### config.mk
export PLATFORM = sky130hd
export DESIGN_NAME = tmr_intc_flat
export DESIGN_NICKNAME = d
export VERILOG_FILES = /design/src/rtl/tmr_intc_if.sv /design/src/rtl/tmr_intc.sv /design/src/flat_wrapper.sv
export SDC_FILE = /design/constraint.sdc
export NUM_CORES = 1
export LEC_CHECK = 0
export ABC_CLOCK_PERIOD_IN_PS = 4300
export CORE_MARGIN = 5
export CORE_UTILIZATION = 51
export CTS_BUF_LIST = sky130_fd_sc_hd__clkbuf_4
export DETAILED_ROUTE_END_ITERATION = 16
export PLACE_DENSITY = 0.87
export SETUP_SLACK_MARGIN = 0.5
export SLEW_MARGIN = 10
export SYNTH_ARGS = -nofsm -noshare
export SYNTH_HDL_FRONTEND = slang
export SYNTH_SLANG_ARGS = --single-unit
### constraint.sdc
create_clock -name clk -period 4.3 [get_ports clk]
set_input_delay 0.43 -clock clk [delete_from_list [all_inputs] [get_ports clk]]
set_output_delay 0.43 -clock clk [all_outputs]
set_load 0.01 [all_outputs]
### src/rtl/tmr_intc_if.sv
// tmr_intc_if: bus between the timer interrupt controller and its CPU/timer side
//   irq_src    timer source lines (bit 3*ch + type)
//   mask_we    mask write strobe
//   mask_wdata new mask value, 1 = masked
//   irq_ack    CPU acknowledge of the presented vector
//   irq_req    interrupt request to CPU
//   irq_vec    index of the presented source
//   pending    latched pending flags
//   mask       current mask register
interface tmr_intc_if #(
   parameter int NUM_SRC   = 12,
   parameter int VEC_WIDTH = 4
);
   logic [NUM_SRC-1:0]   irq_src;
   logic                 mask_we;
   logic [NUM_SRC-1:0]   mask_wdata;
   logic                 irq_ack;
   logic                 irq_req;
   logic [VEC_WIDTH-1:0] irq_vec;
   logic [NUM_SRC-1:0]   pending;
   logic [NUM_SRC-1:0]   mask;
   modport master (
      output irq_src, mask_we, mask_wdata, irq_ack,
      input  irq_req, irq_vec, pending, mask
   );
   modport slave (
      input  irq_src, mask_we, mask_wdata, irq_ack,
      output irq_req, irq_vec, pending, mask
   );
endinterface

### src/rtl/tmr_intc.sv
// tmr_intc: edge-latched, maskable, fixed-priority interrupt controller for four 8-bit timer channels
//   clk    system clock
//   rst_n  asynchronous active-low reset
//   bus    tmr_intc_if slave: sources, mask write, CPU request/vector/acknowledge, pending/mask readback
module tmr_intc #(
   parameter int NUM_SRC   = 12,
   parameter int VEC_WIDTH = 4
) (
   input logic       clk,
   input logic       rst_n,
   tmr_intc_if.slave bus
);
   localparam logic [1:0] IDLE = 2'd0;
   localparam logic [1:0] REQ  = 2'd1;
   localparam logic [1:0] GAP  = 2'd2;
   logic [1:0]           state;
   logic [NUM_SRC-1:0]   src_q, rise, eligible, clr, pend, msk;
   logic [VEC_WIDTH-1:0] win, vec;
   logic                 req;
   assign rise     = bus.irq_src & ~src_q;
   assign eligible = pend & ~msk;
   // ack only counts while a vector is actually presented
   assign clr      = (state == REQ && bus.irq_ack) ? NUM_SRC'(1) << vec : '0;
   // scanning downward leaves the lowest set index as winner
   always_comb begin
      win = '0;
      for (int i = NUM_SRC - 1; i >= 0; i--)
         if (eligible[i]) win = VEC_WIDTH'(i);
   end
   always_ff @(posedge clk or negedge rst_n) begin
      if (!rst_n) begin
         src_q <= '0;
         pend  <= '0;
         msk   <= '1;
      end else begin
         src_q <= bus.irq_src;
         // set is applied after clear so a coincident edge keeps the flag
         pend  <= (pend & ~clr) | rise;
         msk   <= bus.mask_we ? bus.mask_wdata : msk;
      end
   end
   always_ff @(posedge clk or negedge rst_n) begin
      if (!rst_n) begin
         state <= IDLE;
         req   <= 1'b0;
         vec   <= '0;
      end else begin
         case (state)
            IDLE: if (|eligible) begin
               vec   <= win;
               req   <= 1'b1;
               state <= REQ;
            end
            REQ: if (bus.irq_ack) begin
               req   <= 1'b0;
               state <= GAP;
            end
            GAP: state <= IDLE;
            default: begin
               req   <= 1'b0;
               state <= IDLE;
            end
         endcase
      end
   end
   assign bus.irq_req = req;
   assign bus.irq_vec = vec;
   assign bus.pending = pend;
   assign bus.mask    = msk;
endmodule

### src/flat_wrapper.sv
// flat-port wrapper written by rule: the top's interface ports become plain ports
module tmr_intc_flat 
#(
   parameter int NUM_SRC   = 12,
   parameter int VEC_WIDTH = 4
)
  (clk, rst_n, bus_irq_src, bus_mask_we, bus_mask_wdata, bus_irq_ack, bus_irq_req, bus_irq_vec, bus_pending, bus_mask);
  tmr_intc_if #(.NUM_SRC(NUM_SRC), .VEC_WIDTH(VEC_WIDTH)) bus_i ();
  input logic clk;
  input logic rst_n;
  input wire logic [$bits(bus_i.irq_src)-1:0] bus_irq_src;
  input wire logic [$bits(bus_i.mask_we)-1:0] bus_mask_we;
  input wire logic [$bits(bus_i.mask_wdata)-1:0] bus_mask_wdata;
  input wire logic [$bits(bus_i.irq_ack)-1:0] bus_irq_ack;
  output wire logic [$bits(bus_i.irq_req)-1:0] bus_irq_req;
  output wire logic [$bits(bus_i.irq_vec)-1:0] bus_irq_vec;
  output wire logic [$bits(bus_i.pending)-1:0] bus_pending;
  output wire logic [$bits(bus_i.mask)-1:0] bus_mask;
  assign bus_i.irq_src = bus_irq_src;
  assign bus_i.mask_we = bus_mask_we;
  assign bus_i.mask_wdata = bus_mask_wdata;
  assign bus_i.irq_ack = bus_irq_ack;
  assign bus_irq_req = bus_i.irq_req;
  assign bus_irq_vec = bus_i.irq_vec;
  assign bus_pending = bus_i.pending;
  assign bus_mask = bus_i.mask;
  tmr_intc #(.NUM_SRC(NUM_SRC), .VEC_WIDTH(VEC_WIDTH)) u_core (.clk(clk), .rst_n(rst_n), .bus(bus_i));
endmodule
Yosys cells after proc, flatten, opt, wreduce, memory -nomap -nowiden
Index checks and enable logic that the tools add are counted.
W data, S select, Z words.
- logic and storage cells: 44
- output and inout port bits: 29
- input port bits: 28
- flip-flop bits (word level): 43
- eq/ne operators: 4
- reduce and logical (&&, ||, !) cells: 6
- bitwise logic cells: 8
- muxes and demuxes: 19
- shift operators: 1
- operators by type and width (cell ; count):
    $mux W4 ; 12
    $and A12 B12 Y12 ; 3
    $not A12 Y12 ; 3
    $mux W12 ; 1
    $or A12 B12 Y12 ; 1
    $reduce_or A12 Y1 ; 1
    $shl A1 B4 Y12 const A ; 1
    $mux W2 ; 2
    $pmux W2 S2 ; 1
    $reduce_and A2 Y1 ; 2
    $pmux W1 S3 ; 1
    $reduce_and A3 Y1 ; 1
    $eq A2 B1 Y1 const B ; 1
    $eq A2 B2 Y1 const B ; 1
    $logic_not A2 Y1 ; 1
    $mux W1 ; 2
    $ne A2 B1 Y1 const B ; 1
    $ne A2 B2 Y1 const B ; 1
    $logic_and A1 B1 Y1 ; 1
    $not A1 Y1 ; 1

Depth between registers and ports, before layout
Gate-level depths: netlist (run 1).
- depth after elaboration: 14
- gate-level depth with buffers: 5
- depth with buffers taken out: 5

Worst setup path after synthesis (run 1)
OpenSTA, ideal clock, no wires.
- path type: reg-to-reg
- from: register u_core.msk[5], in the netlist u_core.bus.mask[5]
- to: register u_core.vec[0], in the netlist u_core.bus.irq_vec[0]
- setup time: 0.125 ns
- data arrival time: 1.488 ns
- path slack: 2.687 ns
- clock period less this slack: 1.613 ns
- data required time: 4.175 ns
- cell stages (with the launch flop): 6
- path buffers: 0
- cells stage by stage: dfstp_2 nor2b_4 nor4b_4 nand3b_1 and2_4 mux2_4
- word-level cells in the longest chain between the ends: 8
- elaborated cells between the ends (all ways): 10
- those cells by class: mux: 6; bitwise: 2; reduce/logical: 2
- RTL lines (what ; RTL line ; text):
    start: declaration ; tmr_intc.sv:17 ; logic [NUM_SRC-1:0] src_q, rise, eligible, clr, pend, msk;
    start signal: assignment ; tmr_intc.sv:39 ; msk <= bus.mask_we ? bus.mask_wdata : msk;
    $not A12 Y12 (*) ; tmr_intc.sv:21 ; assign eligible = pend & ~msk;
    $and A12 B12 Y12 (*) ; tmr_intc.sv:21 ;
    $mux W4 (6 in a row) ; tmr_intc.sv:28 ; if (eligible[i]) win = VEC_WIDTH'(i);
    end signal: assignment ; tmr_intc.sv:50 ; vec <= win;
    end: declaration ; tmr_intc.sv:18 ; logic [VEC_WIDTH-1:0] win, vec;
Mark *: on every way between the ends. The rest lies on a longest branch, timed or not.
A chain may end at the register's enable or synchronous reset.

Worst setup path after layout (run 1)
- from: register u_core.vec[2], in the netlist u_core.bus.irq_vec[2]
- to: output port bus_irq_vec[2]
- RTL lines (what ; RTL line ; text):
    end: declaration ; flat_wrapper.sv:16 ; output wire logic [$bits(bus_i.irq_vec)-1:0] bus_irq_vec;
No word-level cell between the ends.

==> summary.txt, run 1 <==
Place
  – Pre-CTS WS: roughly 2.3 ns
  – GP Congestion: roughly 0.86
  – Placed cell count: around 250
  – Port bufs: 56
  – Dpl hpwl: 3190 um

Synthesis
  – Area share of the largest cell type after synthesis: 43.6%
  – Yosys cell types: 29
  – Synthesized instance count: roughly 150
  – Post-synth EDFFs: 0
  – Synth Warn #: 0
  – Register area share after synthesis: just over 60%
  – Top-count cell post-synth: dfrtp_1
  – Top cells by count, synth: dfrtp_1, inv_1, o21ai_0
  – Top cells by area in the synthesized netlist: dfrtp_1, dfstp_2, mux2_2, nand2b_1, o21ai_0
  – Syn Nets: 179
  – Synth Flop Type: dfrtp_1
  – Biggest area consumer among synthesized cells: dfrtp_1
  – Mapped Area: between 0.0015 and 0.002 sq mm
  – #FFs+latches synth: 43
  – Synth Area per Inst: 11.8 sq um
  – Asr flop ratio synth: 100%

Power and ir drop
  – Peak supply drop: between 300 and 400 uV
  – Sw frac: 31.4%
  – Seq pwr share: between 50% and 60%
  – Lkg Pwr: 1.03 nW
  – Clock network power share: a little under a fifth
  – P per Cell Area: ~430 mW/mm^2
  – Switching pwr: about 0.00033 W
  – P_int: approximately 0.0007 W
  – Gate power share: 29.7%

CTS
  – Clock sink count: 43
  – CTS Buffer Depth: 2
  – Clk_lat worst skew: about 0.35 ns
  – Clk root buf: clkbuf_4
  – Clock-pin slew on the worst setup and hold paths: approximately 0.12 ns
  – Cts bufs inserted: 5
  – Post_cts resized: 0
  – H-tree depth: 2
  – CTS tree: done
  – Setup Buffers After CTS: 0
  – Cts hold-fix bufs: 0

Global route
  – Initial antenna violation count: 0
  – Overflow after GRT: 0
  – Vias in the first global route: 1513
  – Total Routing Usage GR: 18.9%
  – First-pass GRT wire length: 7140 um
  – Largest net degree at the start of global routing: 44

STA
  – F_max: 512 MHz
  – Final count of hold timing violations: 0
  – Period minus WS final: 1.95 ns
  – Max Slew Vio Count: 0
  – Max-slew headroom: between 30% and 40%
  – RSZ-0062 raised after global routing: no
  – Final setup vio count: 0
  – Setup TNS: 0 ns
  – Worst-Margin Slew: around 0.91 ns
  – Final worst slack: between 2 and 2.5 ns
  – Period utilisation layout: 45.4%
  – Clock Skew: approximately 0.0067 ns

Critical path
  – CP Buf/Inv Count: 1
  – CP max-delay cell: clkdlybuf4s50_1
  – Critical Path Fanout Max: 8
  – Startpoint Class: flop
  – FF-to-FF End: u_core.bus.irq_vec[0]
  – Kind of critical path: reg2out
  – R2R Setup Slk: about 2.6 ns
  – Crit path DAT: about 1.5 ns
  – WP data required: 3.87 ns
  – Largest delay share family, worst path: buffers and inverters
  – Worst Reg-to-Reg Cells: 5
  – Reg-to-Reg Start: u_core.bus.mask[6]
  – Kind of end point of the critical path: primary output
  – CP Cell Sequence: clkdlybuf4s50_1
  – CP peak stage delay: just over 0.6 ns

Drt
  – Initial DRC count: 169
  – Routed Antenna Nets: 0
  – Total number of vias: ~1400
  – Drt first pass iters: 4
  – Average vias per placed instance: about 5.3
  – DRT Wirelength: approximately 4200 um
  – Remaining DRCs: 0
  – DR WL/cell: roughly 16 um

Final layout
  – Nets: 241
  – Fin cells: 260
  – Area of the multi-input gates: 622 sq um
  – Layout cell share with drive strength beyond 1: a little under a fifth
  – FF+latch area: around 0.0011 sq mm
  – # fillers: 249
  – # diodes: 0
  – Syn-to-layout area delta: 37.5%

Die
  – Boundary pin count: 57
  – Core Rows: 21
  – Initial Util: roughly 53%
  – Core area: approximately 0.0034 sq mm
  – Die area: approximately 0.0048 sq mm
  – Die span in y: 69.1 um
  – Die Wd: 69.1 um

Outcome
  – Status: finished, final reports clean

Job
  – MaxCap Viol Count: 0

Min path
  – Worst Hold Class: in2async
-- area by class of cell --
| class | count | share of cell area [%] |
|---|---|---|
| sequential | 43 | 44.6 |
| clock inverter | 1 | 0.204 |
| multi-input combinational | 90 | 25.4 |
| clock buffer | 7 | 2.15 |
| tap | 46 | 2.35 |
| timing repair buffer | 56 | 22.7 |
| inverter | 17 | 2.61 |
-- layer usage --
layer / up-vias / track usage [%] / routed length [um]
met5: - / 0 / 0
met4: 0 / 7.81 / 59
met3: 7 / 6.25 / 264
met2: 51 / 31.0 / 2200
met1: 687 / 22.8 / 1700
li1: 643 / - / -
-- worst max-delay path by stage --
stage                               start               endpoint  cells after the start
global placement              bus_irq_ack  u_core.bus.pending[0]                      5
CTS                 u_core.bus.irq_vec[1]         bus_irq_vec[1]                      1
finish              u_core.bus.irq_vec[2]         bus_irq_vec[2]                      1
global route        u_core.bus.irq_vec[1]         bus_irq_vec[1]                      1
detailed placement            bus_irq_ack  u_core.bus.pending[4]                      5
floorplan              u_core.bus.mask[5]  u_core.bus.irq_vec[0]                      5
-- metrics by stage --
step | hold WS [ns] | utilization (%) | instance area (sq um) | total power (W)
after global placement | 0.395 | 71.1 | 2390 | 0.000842
after CTS | 0.223 | 72.8 | 2450 | 0.00105
after floorplan | 0.134 | - | 1780 | 0.000673
final | 0.202 | 72.8 | 2450 | 0.00105
after detailed placement | 0.404 | 71.1 | 2390 | 0.000854
after global routing | 0.269 | 72.8 | 2450 | 0.00110
-- cells in the final DEF, fill, tap and decap left out, types with 3 or more instances in the layout --
| master | synthesis | routed |
|---|---|---|
| clkbuf_4 | 0 | 7 |
| clkdlybuf4s50_1 | 0 | 55 |
| dfrtp_1 | 31 | 31 |
| dfstp_2 | 12 | 12 |
| inv_1 | 16 | 16 |
| mux2_2 | 10 | 10 |
| nand2_1 | 10 | 10 |
| nand2b_1 | 12 | 12 |
| nor2_1 | 6 | 6 |
| nor2b_1 | 3 | 3 |
| o21ai_0 | 14 | 14 |
| o21ai_1 | 10 | 10 |
| o31ai_1 | 4 | 4 |
-- cell families after synthesis --
family,after synthesis,synth area share [%]
AO/OA/AOI/OAI,38,12.5
buffers and inverters,18,3.79
flip-flops,43,61.3
multiplexers,12,8.01
AND/OR/NAND/NOR,40,14.4
-- state kept, by name, indices dropped and copies added (netlist names) --
name	count
u_core.bus.mask	12
u_core.bus.pending	12
u_core.src_q	12
u_core.bus.irq_vec	4
u_core.state	2
u_core.bus.irq_req	1
-- power by group through the flow --
stage / Combinational [W] / Sequential (W) / Clock, W
4_1_cts: 0.000312 / 0.000537 / 0.000202
5_1_grt: 0.000333 / 0.000547 / 0.000225
6_report: 0.000311 / 0.000538 / 0.000199
3_5_place_dp: 0.000311 / 0.000542 / 0
2_1_floorplan: 0.000125 / 0.000548 / 0
3_3_place_gp: 0.000302 / 0.000539 / 0
No activity file was read; power rests on OpenSTA's default activity.
==> run 2, diff against run 1 <==
--- a/config.mk
+++ b/config.mk
@@ -5,12 +5,12 @@
 export SDC_FILE = /design/constraint.sdc
 export NUM_CORES = 1
 export LEC_CHECK = 0
-export ABC_CLOCK_PERIOD_IN_PS = 4300
+export ABC_CLOCK_PERIOD_IN_PS = 1840
 export CORE_MARGIN = 5
-export CORE_UTILIZATION = 51
+export CORE_UTILIZATION = 47
 export CTS_BUF_LIST = sky130_fd_sc_hd__clkbuf_4
 export DETAILED_ROUTE_END_ITERATION = 16
-export PLACE_DENSITY = 0.87
+export PLACE_DENSITY = 0.81
 export SETUP_SLACK_MARGIN = 0.5
 export SLEW_MARGIN = 10
 export SYNTH_ARGS = -nofsm -noshare
==> constraint.sdc (replaced) <==
create_clock -name clk -period 1.84 [get_ports clk]
set_input_delay 0.184 -clock clk [delete_from_list [all_inputs] [get_ports clk]]
set_output_delay 0.184 -clock clk [all_outputs]
set_load 0.01 [all_outputs]
==> run 2 against run 1 <==
Compared with the run above:
- sequential cell count did not move
- clock power rose by 140%
- critical endpoint is now u_core.bus.irq_vec[0]
- largest cell class unchanged
- wire length up 14%
- die area grew 7.3%
- highest routed layer unchanged
- largest power group unchanged
- register-to-register slack worse by 2.4 ns
==> summary.txt, run 2 (synthesis gave the netlist of run 1 again) <==
Final layout
  – Leading cell types in the layout, fill and taps excluded: dfrtp_1, clkdlybuf4s50_1, buf_4 (was clkdlybuf4s50_1, dfrtp_1, inv_1)
  – Final Util: 72.0% (was 72.8%)
  – Syn-to-layout area delta: 48.1% (was 37.5%)
  – Commonest non-fill, non-tap cell in the layout: dfrtp_1 (was clkdlybuf4s50_1)
  – # diodes: 0 (unchanged)
  – Nets: 262 (was 241)
  – Fin cells: 283 (was 260)
  – Layout cell share with drive strength beyond 1: 37.4% (was 18.2%)

STA
  – Final setup vio count: 0 (unchanged)
  – Worst-Margin Slew: 0.525 ns (was 0.911 ns)
  – Clock Skew: 0.0180 ns (was 0.00668 ns)
  – Setup TNS: 0 ns (unchanged)
  – Final count of hold timing violations: 0 (unchanged)
  – F_max: between 500 and 600 MHz
  – Fin Hold WS: 0.283 ns (was 0.202 ns)
  – Max-slew headroom: 65.0% (was 39.3%)
  – Max Slew Vio Count: 0 (unchanged)
  – Period minus WS final: around 1.7 ns
  – RSZ-0062 raised after global routing: yes (was no)
  – Period utilisation layout: just over 90%

Outcome
  – Status: finished, final reports clean (unchanged)

CTS
  – CTS Buffer Depth: 2 (unchanged)
  – Cts bufs inserted: 5 (unchanged)
  – Clk root buf: clkbuf_4 (unchanged)
  – Clock sink count: 43 (unchanged)
  – CTS tree: done (unchanged)
  – Clock-pin slew on the worst setup and hold paths: 0.13 ns (was 0.12 ns)
  – H-tree depth: 2 (unchanged)
  – Clk_lat worst skew: 0.35 ns (about the same)

Drt
  – DR WL/cell: 17.0 um (was 16.2 um)
  – Initial DRC count: 88 (was 169)
  – Remaining DRCs: 0 (unchanged)
  – Drt first pass iters: 4 (unchanged)
  – Total number of vias: 1494 (was 1388)
  – DRT Wirelength: 4810 um (was 4220 um)
  – Average vias per placed instance: 5.28 (was 5.34)
  – Routed Antenna Nets: 0 (unchanged)

Die
  – Die Wd: 71.6 um (was 69.1 um)
  – Core area: 0.00366 sq mm (was 0.00336 sq mm)
  – Core Rows: 22 (was 21)
  – Die span in y: 71.6 um (was 69.1 um)
  – Die area: 0.00512 sq mm (was 0.00477 sq mm)
  – Boundary pin count: 57 (unchanged)
  – Initial Util: 48.6% (was 52.9%)

Critical path
  – Largest delay share family, worst path: simple AND/OR/NAND/NOR gates (was buffers and inverters)
  – Startpoint Class: flop (unchanged)
  – Worst Reg-to-Reg Cells: 5 (unchanged)
  – CP Cell Sequence: nand2b_4, nor4b_4, nand3b_1, and2_4, mux2_4 (was clkdlybuf4s50_1)
  – CP Buf/Inv Count: 0 (was 1)
  – WP data required: 2.09 ns (was 3.87 ns)
  – Kind of critical path: reg2reg (was reg2out)
  – CP max-delay cell: dfstp_2 (was clkdlybuf4s50_1)
  – Critical Path Fanout Max: 4 (was 8)
  – Reg-to-Reg Start: u_core.bus.mask[6] (unchanged)
  – Crit path DAT: 1.93 ns (was 1.52 ns)
  – FF-to-FF End: u_core.bus.irq_vec[0] (unchanged)
  – R2R Setup Slk: 0.16 ns (was 2.56 ns)
  – Kind of end point of the critical path: flop (was primary output)
  – CP peak stage delay: 0.56 ns (was 0.61 ns)

Min path
  – Worst Hold Class: in2reg (was in2async)
  – Hold path startpoint: bus_irq_src[11]
  – Worst Hold End: u_core.src_q[11]
  – Cells on Worst Hold Path: 1

Power and ir drop
  – Peak supply drop: 561 uV (was 329 uV)
  – Seq pwr share: 48.3% (was 51.3%)
  – Gate power share: 33.1% (was 29.7%)
  – Lkg Pwr: 1.17 nW (was 1.03 nW)
  – Switching pwr: 0.000838 W (was 0.000329 W)
  – Sw frac: 32.5% (was 31.4%)
  – Clock network power share: 18.6% (was 19.0%)
  – Final total power: 0.00258 W (was 0.00105 W)
  – P_int: 0.00174 W (was 0.000719 W)
  – P per Cell Area: 979 mW/mm^2 (was 428 mW/mm^2)

Job
  – MaxCap Viol Count: 0 (unchanged)

Place
  – Port bufs: 56 (unchanged)
  – Placed cell count: 256 (was 252)
  – GP Congestion: 0.763 (was 0.860)
  – Dpl hpwl: 3300 um (was 3190 um)

Global route
  – Vias in the first global route: 1573 (was 1513)
  – First-pass GRT wire length: 7640 um (was 7140 um)
  – Overflow after GRT: 0 (unchanged)
  – Initial antenna violation count: 0 (unchanged)
  – Largest net degree at the start of global routing: 44 (unchanged)
  – Total Routing Usage GR: 19.4% (was 18.9%)
[run 2: cell types whose count changed in the layout (fill, tap and decap cells not counted), sizes merged]
cell / delta
clkdlybuf4s50: -28
dlygate4sd3: +1
buf: +29
clkinv: -1
dlygate4sd2: +15
clkbuf: +5
[run 2: metrics by stage]
step	instance area, sq um	setup slack, ns
after floorplan	1780	0.228
after global placement	2410	0.152
after detailed placement	2410	0.116
after CTS	2560	0.195
after global routing	2640	0.0765
final	2640	0.160
[run 2: power by group through the flow]
| stage | combinational, W | sequential, W | clock, W |
|---|---|---|---|
| detailed placement | 0.000736 | 0.00127 | 0 |
| global route | 0.000911 | 0.00127 | 0.000529 |
| finish | 0.000855 | 0.00125 | 0.000481 |
| floorplan | 0.000293 | 0.00128 | 0 |
| global placement | 0.000710 | 0.00126 | 0 |
| CTS | 0.000789 | 0.00124 | 0.000487 |
[run 2: layout make-up]
cell class | count | area [sq um]
clock buffers | 8 | 60.1
fillers | 286 | 1020
inverters | 17 | 63.8
multi-input cells | 90 | 694
flip-flops and latches | 43 | 1090
well taps | 48 | 60.1
repair buffers | 77 | 664
[run 2: metal layers]
metal / up-vias / part of all wire, % / track usage (%) / wire, um
met1: 733 / 37 / 22.0 / 1800
met4: 0 / 1.5 / 6.47 / 72
met3: 12 / 7.3 / 4.91 / 352
met5: - / 0 / 0 / 0
li1: 688 / - / - / -
met2: 61 / 54 / 35.3 / 2590
[run 2: what timing repair did]
item                                   in CTS  in global routing
setup endpoints to repair                  42                 33
pin swaps                                   1                  3
setup buffers                               9                  9
endpoints found under the hold margin      31                  0
gates resized for setup                    58                 30
hold buffers                                1                  0
[run 2: worst max-delay path by stage]
stage	startpoint	endpoint	slack (ns)	depth (start not counted)
after floorplan	u_core.bus.mask[4]	u_core.bus.irq_vec[0]	0.23	5
after global placement	bus_irq_ack	u_core.bus.pending[0]	0.15	5
after detailed placement	bus_irq_ack	u_core.bus.pending[0]	0.12	5
after CTS	u_core.bus.mask[2]	u_core.bus.irq_vec[0]	0.19	5
after global routing	u_core.bus.mask[5]	u_core.bus.irq_vec[0]	0.08	5
final	u_core.bus.mask[6]	u_core.bus.irq_vec[0]	0.16	5
==> run 3, diff against run 2 <==
--- a/config.mk
+++ b/config.mk
@@ -5,12 +5,13 @@
 export SDC_FILE = /design/constraint.sdc
 export NUM_CORES = 1
 export LEC_CHECK = 0
+export ABC_AREA = 1
 export ABC_CLOCK_PERIOD_IN_PS = 1840
 export CORE_MARGIN = 5
 export CORE_UTILIZATION = 47
 export CTS_BUF_LIST = sky130_fd_sc_hd__clkbuf_4
 export DETAILED_ROUTE_END_ITERATION = 16
-export PLACE_DENSITY = 0.81
+export PLACE_DENSITY = 0.85
 export SETUP_SLACK_MARGIN = 0.5
 export SLEW_MARGIN = 10
 export SYNTH_ARGS = -nofsm -noshare
==> run 3 against run 2 <==
Compared with the run above:
- clock power is 6.9% lower
- die area is 2.3% lower
- synthesized cell count is 20% higher
- combinational power is 47% higher
- wire length is 5.2% lower
- critical endpoint unchanged
- via count is 2.4% higher
- non-clock buffer count is 3 lower
- area after synthesis is 2.7% lower
- critical path depth is 6 higher
- cell area is 1.5% lower
==> summary.txt, run 3 <==
Outcome
  – Status: finished, final reports clean (unchanged)

Die
  – Initial Util: 48.1% (was 48.6%)
  – Die Wd: 70.7 um (was 71.6 um)
  – Die span in y: 70.7 um (was 71.6 um)
  – Die area: 0.00500 sq mm (was 0.00512 sq mm)
  – Boundary pin count: 57 (unchanged)
  – Core area: 0.00361 sq mm (was 0.00366 sq mm)
  – Core Rows: 22 (unchanged)

Drt
  – Total number of vias: 1530 (was 1494)
  – Average vias per placed instance: 4.95 (was 5.28)
  – Initial DRC count: 80 (was 88)
  – DRT Wirelength: 4560 um (was 4810 um)
  – Drt first pass iters: 4 (unchanged)
  – Remaining DRCs: 0 (unchanged)
  – Routed Antenna Nets: 0 (unchanged)
  – DR WL/cell: 14.8 um (was 17.0 um)

STA
  – F_max: 643 MHz (was 595 MHz)
  – Period utilisation layout: 84.5% (was 91.3%)
  – Max Slew Vio Count: 0 (unchanged)
  – Max-slew headroom: 65.9% (was 65.0%)
  – Worst-Margin Slew: 0.512 ns (was 0.525 ns)
  – Setup TNS: 0 ns (unchanged)
  – Period minus WS final: 1.56 ns (was 1.68 ns)
  – Clock Skew: 0.0109 ns (was 0.0180 ns)
  – Final count of hold timing violations: 0 (unchanged)
  – RSZ-0062 raised after global routing: yes (unchanged)
  – Final setup vio count: 0 (unchanged)

Power and ir drop
  – Lkg Pwr: 1.20 nW (was 1.17 nW)
  – Peak supply drop: 511 uV (was 561 uV)
  – Final total power: 0.00296 W (was 0.00258 W)
  – P per Cell Area: 1140 mW/mm^2 (was 979 mW/mm^2)

Synthesis
  – Register area share after synthesis: 63.0% (was 61.3%)
  – Mapped Area: 0.00173 sq mm (was 0.00178 sq mm)
  – Area share of the largest cell type after synthesis: 44.8% (was 43.6%)
  – Synthesized instance count: 181 (was 151)
  – Syn Nets: 209 (was 179)
  – #FFs+latches synth: 43 (unchanged)
  – Synth Area per Inst: 9.57 sq um (was 11.8 sq um)
  – Top-count cell post-synth: nand2_1 (was dfrtp_1)
  – Synth Warn #: 0 (unchanged)
  – Yosys cell types: 19 (was 29)
  – Biggest area consumer among synthesized cells: dfrtp_1 (unchanged)
  – Top cells by count, synth: nand2_1, dfrtp_1, inv_1 (was dfrtp_1, inv_1, o21ai_0)
  – Post-synth EDFFs: 0 (unchanged)
  – Asr flop ratio synth: 100% (unchanged)
  – Synth Flop Type: dfrtp_1 (unchanged)
  – Top cells by area in the synthesized netlist: dfrtp_1, dfstp_2, nand2_1, o21ai_0, inv_1 (was dfrtp_1, dfstp_2, mux2_2, nand2b_1, o21ai_0)

Critical path
  – FF-to-FF End: u_core.bus.irq_vec[0] (unchanged)
  – Startpoint Class: flop (unchanged)
  – R2R Setup Slk: 0.28 ns (was 0.16 ns)
  – Kind of end point of the critical path: flop (unchanged)
  – Critical Path Fanout Max: 3 (was 4)
  – Crit path DAT: 1.85 ns (was 1.93 ns)
  – Kind of critical path: reg2reg (unchanged)
  – WP data required: 2.14 ns (was 2.09 ns)
  – Worst Reg-to-Reg Cells: 11 (was 5)
  – Reg-to-Reg Start: u_core.bus.mask[3] (was u_core.bus.mask[6])
  – CP startpoint: u_core.bus.mask[3] (was u_core.bus.mask[6])

Place
  – GP Congestion: 0.835 (was 0.763)
  – Dpl hpwl: 2850 um (was 3300 um)
  – Placed cell count: 285 (was 256)
  – Port bufs: 56 (unchanged)

CTS
  – Clk_lat worst skew: 0.36 ns (was 0.35 ns)
  – Clk root buf: clkbuf_4 (unchanged)
  – Clock-pin slew on the worst setup and hold paths: 0.12 ns (was 0.13 ns)
  – CTS Buffer Depth: 2 (unchanged)
  – H-tree depth: 2 (unchanged)
  – Clock sink count: 43 (unchanged)
  – Cts bufs inserted: 5 (unchanged)
  – CTS tree: done (unchanged)

Final layout
  – # diodes: 0 (unchanged)
  – Commonest non-fill, non-tap cell in the layout: dfrtp_1 (unchanged)
  – # fillers: 258 (was 286)
  – Nets: 288 (was 262)
  – Leading cell types in the layout, fill and taps excluded: dfrtp_1, nand2_1, clkdlybuf4s50_1 (was dfrtp_1, clkdlybuf4s50_1, buf_4)
  – Fin cells: 309 (was 283)
  – Syn-to-layout area delta: 49.9% (was 48.1%)
  – Layout cell share with drive strength beyond 1: 34.9% (was 37.4%)

Min path
  – Hold path startpoint: bus_irq_src[0] (was bus_irq_src[11])
  – Worst Hold Class: in2reg (unchanged)
  – Cells on Worst Hold Path: 1 (unchanged)
  – Worst Hold End: u_core.src_q[0] (was u_core.src_q[11])

Global route
  – Largest net degree at the start of global routing: 44 (unchanged)
  – Initial antenna violation count: 0 (unchanged)
  – Vias in the first global route: 1508 (was 1573)
  – Total Routing Usage GR: 17.1% (was 19.4%)
  – First-pass GRT wire length: 6630 um (was 7640 um)
  – Overflow after GRT: 0 (unchanged)

Job
  – MaxCap Viol Count: 0 (unchanged)
run 3: worst max-delay path: stages, from the launching register on:
cell     delay (ns)
dfstp_2        0.56
inv_2          0.05
nand2_4        0.07
nand2_4        0.06
nor3_4         0.17
nand2_2        0.11
nand2_4        0.09
nand2_4        0.07
inv_4          0.09
buf_4          0.11
nand2_1        0.05
nand2_1        0.07
run 3: metrics by stage:
stage	util [%]	setup WS [ns]	instance area, sq um	hold WS [ns]
after CTS	69.8	0.365	2520	0.278
after floorplan	-	0.480	1750	-0.112
after detailed placement	65.7	0.328	2370	0.275
after global placement	65.7	0.364	2370	0.275
after global routing	72.0	0.229	2600	0.284
final	72.0	0.285	2600	0.283
run 3: final cells by class:
cell class | instances | area, sq um | area share, %
multi-input combinational | 104 | 638 | 24.6
clock buffer | 6 | 45.0 | 1.73
timing repair buffer | 74 | 631 | 24.3
inverter | 32 | 123 | 4.72
tap | 48 | 60.1 | 2.31
sequential | 43 | 1090 | 42.1
clock inverter | 2 | 7.51 | 0.289
run 3: cells by family after synthesis:
group | after synthesis | share of synthesized area (%)
AND/OR/NAND/NOR | 61 | 15.3
flip-flops | 43 | 63.0
AO/OA/AOI/OAI | 40 | 12.4
buffers and inverters | 34 | 7.37
multiplexers | 3 | 1.95
run 3: what timing repair did:
item                                   4_1_cts  5_1_grt
setup endpoints to repair                   33       29
hold buffers                                 1        0
endpoints found under the hold margin       31        0
pin swaps                                    2       12
resized for setup                           47       55
buffers inserted                            13        2
gates cloned                                 0        0
run 3: metal layers:
layer | global-route usage (%) | vias to the layer above | wire, um
li1 | - | 742 | -
met1 | 19.5 | 702 | 1770
met2 | 28.1 | 67 | 2250
met3 | 5.26 | 19 | 369
met4 | 10.2 | 0 | 170
met5 | 0 | - | 0
run 3: worst max-delay path by stage:
| stage | to | slack, ns | depth (start not counted) |
|---|---|---|---|
| 2_1_floorplan | u_core.bus.irq_vec[1] | 0.48 | 11 |
| 3_3_place_gp | u_core.bus.pending[7] | 0.36 | 5 |
| 3_5_place_dp | u_core.bus.pending[4] | 0.33 | 5 |
| 4_1_cts | u_core.bus.irq_vec[1] | 0.37 | 11 |
| 5_1_grt | u_core.bus.irq_vec[0] | 0.23 | 7 |
| 6_report | u_core.bus.irq_vec[0] | 0.28 | 11 |
run 3: power breakdown:
part	internal [W]	leakage [nW]	total [W]	switching, W
clock network	0.000157	0.0307	0.000448	0.000291
registers	0.00112	0.458	0.00124	0.000125
logic	0.000561	0.715	0.00126	0.000704
total	0.00184	1.20	0.00296	0.00112
